**src/rtl/hex_history_display.sv**
```systemverilog
// hex_history_display
// Four-digit common-anode seven-segment display stage. Keeps the last four
// distinct nibbles seen on value_in (newest on digit 0) and time-multiplexes
// the digits with a programmable prescaler. All outputs are registered.
module hex_history_display #(
  parameter int unsigned SCAN_DIV = 50000
) (
  input  logic       clk,
  input  logic       rst_n,
  input  logic [3:0] value_in,
  input  logic       hold,
  input  logic       clear,
  output logic [6:0] seg_n,
  output logic [3:0] an_n,
  output logic       dp_n,
  output logic       shift_p
);

  // Prescaler width: enough bits to hold SCAN_DIV-1 (SCAN_DIV is at least 2).
  localparam int unsigned PRE_W = (SCAN_DIV > 1) ? $clog2(SCAN_DIV) : 1;
  localparam logic [PRE_W-1:0] PRE_LAST = PRE_W'(SCAN_DIV - 1);
  localparam logic [6:0] SEG_BLANK = 7'h7F;

  // Hex glyph for one nibble, segments {g,f,e,d,c,b,a}, active-low.
  function automatic logic [6:0] hex_glyph(input logic [3:0] nib);
    logic [6:0] g;
    case (nib)
      4'h0:    g = 7'b1000000;
      4'h1:    g = 7'b1111001;
      4'h2:    g = 7'b0100100;
      4'h3:    g = 7'b0110000;
      4'h4:    g = 7'b0011001;
      4'h5:    g = 7'b0010010;
      4'h6:    g = 7'b0000010;
      4'h7:    g = 7'b1111000;
      4'h8:    g = 7'b0000000;
      4'h9:    g = 7'b0010000;
      4'hA:    g = 7'b0001000;
      4'hB:    g = 7'b0000011;
      4'hC:    g = 7'b1000110;
      4'hD:    g = 7'b0100001;
      4'hE:    g = 7'b0000110;
      4'hF:    g = 7'b0001110;
      default: g = SEG_BLANK;
    endcase
    return g;
  endfunction

  // State: hist_q[0] is the newest entry.
  logic [3:0]       prev_q;
  logic [3:0][3:0]  hist_q,  hist_d;
  logic [2:0]       cnt_q,   cnt_d;
  logic [PRE_W-1:0] pre_q,   pre_d;
  logic [1:0]       idx_q,   idx_d;

  // Registered outputs.
  logic [6:0] seg_n_q,   seg_n_d;
  logic [3:0] an_n_q,    an_n_d;
  logic       dp_n_q,    dp_n_d;
  logic       shift_p_q, shift_p_d;

  logic change_s;

  // History update: clear beats a change; changes during hold are dropped.
  always_comb begin
    hist_d    = hist_q;
    cnt_d     = cnt_q;
    shift_p_d = 1'b0;
    change_s  = (value_in != prev_q);
    if (clear) begin
      hist_d = '0;
      cnt_d  = 3'd0;
    end else if (change_s && !hold) begin
      hist_d    = {hist_q[2], hist_q[1], hist_q[0], value_in};
      cnt_d     = (cnt_q >= 3'd4) ? 3'd4 : (cnt_q + 3'd1);
      shift_p_d = 1'b1;
    end else begin
      hist_d    = hist_q;
      cnt_d     = cnt_q;
      shift_p_d = 1'b0;
    end
  end

  // Scan prescaler and digit index; the digit advances when the prescaler wraps.
  always_comb begin
    pre_d = pre_q;
    idx_d = idx_q;
    if (pre_q == PRE_LAST) begin
      pre_d = '0;
      idx_d = idx_q + 2'd1;
    end else begin
      pre_d = pre_q + {{(PRE_W-1){1'b0}}, 1'b1};
      idx_d = idx_q;
    end
  end

  // Output decode from the current scan index and history (registered below).
  always_comb begin
    an_n_d  = ~(4'b0001 << idx_q);
    seg_n_d = SEG_BLANK;
    dp_n_d  = ~((idx_q == 2'd0) & hold);
    // Blanking depends only on how many entries are valid, never on the value.
    if ({1'b0, idx_q} < cnt_q) begin
      seg_n_d = hex_glyph(hist_q[idx_q]);
    end else begin
      seg_n_d = SEG_BLANK;
    end
  end

  // Sequential state and output registers with asynchronous reset.
  always_ff @(posedge clk or negedge rst_n) begin
    if (!rst_n) begin
      prev_q    <= 4'h0;
      hist_q    <= '0;
      cnt_q     <= 3'd0;
      pre_q     <= '0;
      idx_q     <= 2'd0;
      seg_n_q   <= SEG_BLANK;
      an_n_q    <= 4'b1111;
      dp_n_q    <= 1'b1;
      shift_p_q <= 1'b0;
    end else begin
      prev_q    <= value_in;
      hist_q    <= hist_d;
      cnt_q     <= cnt_d;
      pre_q     <= pre_d;
      idx_q     <= idx_d;
      seg_n_q   <= seg_n_d;
      an_n_q    <= an_n_d;
      dp_n_q    <= dp_n_d;
      shift_p_q <= shift_p_d;
    end
  end

  assign seg_n   = seg_n_q;
  assign an_n    = an_n_q;
  assign dp_n    = dp_n_q;
  assign shift_p = shift_p_q;

endmodule

```
**config.mk**
```make
export PLATFORM = sky130hd
export DESIGN_NAME = hex_history_display
export DESIGN_NICKNAME = d
export VERILOG_FILES = /design/src/rtl/hex_history_display.sv
export SDC_FILE = /design/constraint.sdc
export NUM_CORES = 1
export LEC_CHECK = 0
export CAP_MARGIN = 30
export CELL_PAD_IN_SITES_DETAIL_PLACEMENT = 0
export CELL_PAD_IN_SITES_GLOBAL_PLACEMENT = 1
export CORE_MARGIN = 3
export CORE_UTILIZATION = 50
export DETAILED_ROUTE_END_ITERATION = 6
export GPL_TIMING_DRIVEN = 0
export PLACE_DENSITY_LB_ADDON = 0.12
export SLEW_MARGIN = 20
export SYNTH_ARGS = -nofsm -noshare
export SYNTH_HDL_FRONTEND = slang
export SYNTH_SLANG_ARGS = --single-unit
```
**constraint.sdc**
```tcl
create_clock -name clk -period 4.4 [get_ports clk]
set_input_delay 0.88 -clock clk [delete_from_list [all_inputs] [get_ports clk]]
set_output_delay 0.88 -clock clk [all_outputs]
set_load 0.02 [all_outputs]
```
==> impl_metrics.ini <==
[global_route]
gr-usage-all-layers = 0.161
antenna_found_initial = 0
grt-ovfl-total = 0
grt_pass1_wl_mm = 7.61
grt_max_degree = 35
grt_pass1_vias = 1590

[yosys]
synth_edf_count = 0
yosys_most_used_dff = dfrtp_1
synth.distinct_cells = 38
syn_avg_cell_area_sq_um = 12.3
ys_seq_area_frac = 0.552
synth_cells = 201
postSynth.asyncResetShare = 1.00
yosysWarnings = 0
syn_nets = 223
ys_ff_latch = 54
mappedNetlistArea_sq_um = 2480

[setup_path]
end_kind = register
cp-startpoint = value_in[3]
rr_endpoint = seg_n[6]
r2r-start = idx_q[0]
slowest_delay_ns = 0.54
slowest_stage = clkdlybuf4s50_1
cp_max_fo = 10
arrival_ns = 2.66
crit_required_ns = 4.64
path_cells = clkdlybuf4s50_1 -> xnor2_1 -> a41o_1 -> nor2b_1 -> clkbuf_1 -> buf_2 -> a22o_1
reg2reg_slack_ns = 2.27
r2r_cells = 6
setup.worst_path.class = input port to register
crit_end = hist_q[1]
start_kind = input port

[sta]
slew_violations = 0
rsz0062_at_grt = no
tightest_slew_ns = 0.534
max_freq_mhz = 413
finClkSkew_ns = 0.00577
tns_ns = 0
setup_viol_count_final = 0
fin_crit_ns = 2.42
timing.final.crit_share = 0.550
hold_violations = 0
slew-limit-headroom = 0.642

[final_layout]
mostFrequentLayoutCell = dfrtp_1
nets = 251
num_antenna_cells = 0
areaGrowthSynthToFinish_pct = 16.4
layout_common_cells = dfrtp_1 (42), clkdlybuf4s50_1 (19), a22o_1 (17), inv_1 (16), nor2_1 (16)
drive_above_1_share = 0.139
postLayoutCellArea_sq_um = 2880
layoutNonFillerInstCount = 295

[routing]
dr.pass1.iters = 5
wl_met2_mm = 1.95
met3_length_um = 254
drc = 0
ant_nets = 0
wl_met1_mm = 2.03
drtIter0Drc = 73
drt_wl_total_mm = 4.28
via_per_inst = 5.51
top_layer = met4
vias = 1624
wl_per_cell_um = 14.5

[clock_tree]
cts_root_buffer = clkbuf_8
clock_sinks = 54
clk_path_buf_depth = 2
numCtsBuffers = 5
htree_levels = 2
clk_latency_ns = 0.30
hold_buffers = 0
cts_tree = done
post_cts_buffers = 0
cts_resized = 0
path_clk_slew_ns = 0.09

[placed_design]
routabilityCongestion = 0.800
dp_hpwl_mm = 3.19
placed_area_sq_um = 2770
place.port_buffers = 20
dp.cells = 287

[die]
rows = 24
dieWidth_um = 76.4
die_h_um = 76.4
dieArea_sq_um = 5830
coreArea_sq_um = 4560
initial_core_util = 0.542
ios = 21

[power_and_ir_drop]
internal_power_uw = 744
power.switching_uw = 226
pwr-share-comb = 0.121
p_seq_frac = 0.549
total_power_uw = 970
power_density_nw_per_um2 = 337
p_leak_uw = 0.00127
ir_drop_mv = 0.226
switching_share = 0.233
clkPwrFrac = 0.331

[run]
max_cap_violations = 0

[hold_path]
hold_class = register to register

[run_status]
status = complete, no violations
## power by group through the flow
stage | clock network, uW | logic, uW | registers, uW
2_1_floorplan | 0 | 49.6 | 556
3_3_place_gp | 0 | 113 | 541
3_5_place_dp | 0 | 118 | 542
4_1_cts | 333 | 118 | 533
5_1_grt | 357 | 129 | 536
6_report | 321 | 117 | 532
## stage by stage
stage / setup slack (ns) / hold WS [ns] / utilization
finish: 1.98 / 0.503 / 0.631
global route: 1.85 / 0.535 / 0.631
CTS: 2.00 / 0.506 / 0.631
detailed placement: 1.68 / 0.479 / 0.607
global placement: 1.01 / 0.475 / 0.604
floorplan: 2.42 / 0.455 / -
## routing by layer
layer,track usage,vias up
met5,0,-
met4,0.0435,0
met3,0.0473,6
met2,0.246,52
met1,0.224,805
li1,-,761
## cell families after synthesis
group	Yosys count	share of synthesized area
AOI/OAI and AO/OA	34	0.111
xor gates and xnor gates	19	0.0672
adders and majority gates	14	0.0707
buffers and inverters	23	0.0419
DFF	54	0.552
muxes	7	0.0520
and+or+nand+nor	50	0.106
## worst max-delay path: cells and delay by family
kind / cells / cell delay (ns)
xor+xnor: 1 / 0.14
compound gates: 2 / 0.36
buf+inv: 3 / 1.16
simple gates: 1 / 0.13
## Yosys cell counts, types with 5 or more instances
cell	instances	area (sq um)
nand2_1	5	18.8
nand3_1	6	30.0
xnor2_1	13	114
dfrtp_1	42	1050
xor2_1	6	52.6
a22o_1	17	149
nor2_1	16	60.1
ha_1	14	175
dfstp_2	12	315
inv_1	16	60.1
nand4_1	5	31.3
## area by class of cell
cell class                      instances  area [sq um]
Clock inverter                          3          40.0
Timing Repair Buffer                   21           215
Fill cell                             387          1680
Clock buffer                            5          68.8
Tap cell                               65          81.3
Inverter                               16          60.1
Multi-Input combinational cell        124          1010
Sequential cell                        54          1370
Buffer                                  7          43.8
## worst min path at each step
stage	slack, ns	startpoint	cells after the start	to
floorplan	0.45	pre_q[0]	1	pre_q[0]
global placement	0.48	hist_q[13]	1	hist_q[13]
detailed placement	0.48	hist_q[12]	1	hist_q[12]
CTS	0.51	pre_q[0]	1	pre_q[0]
global route	0.54	rst_n	1	hist_q[7]
finish	0.50	pre_q[0]	1	pre_q[0]
## registers in the layout, indices dropped and copies added, names as in the netlist
name	cells
hist_q	16
pre_q	16
seg_n	7
an_n	4
prev_q	4
cnt_q	3
idx_q	2
dp_n	1
shift_p	1
Note: power is estimated with default switching activity, not from simulation.
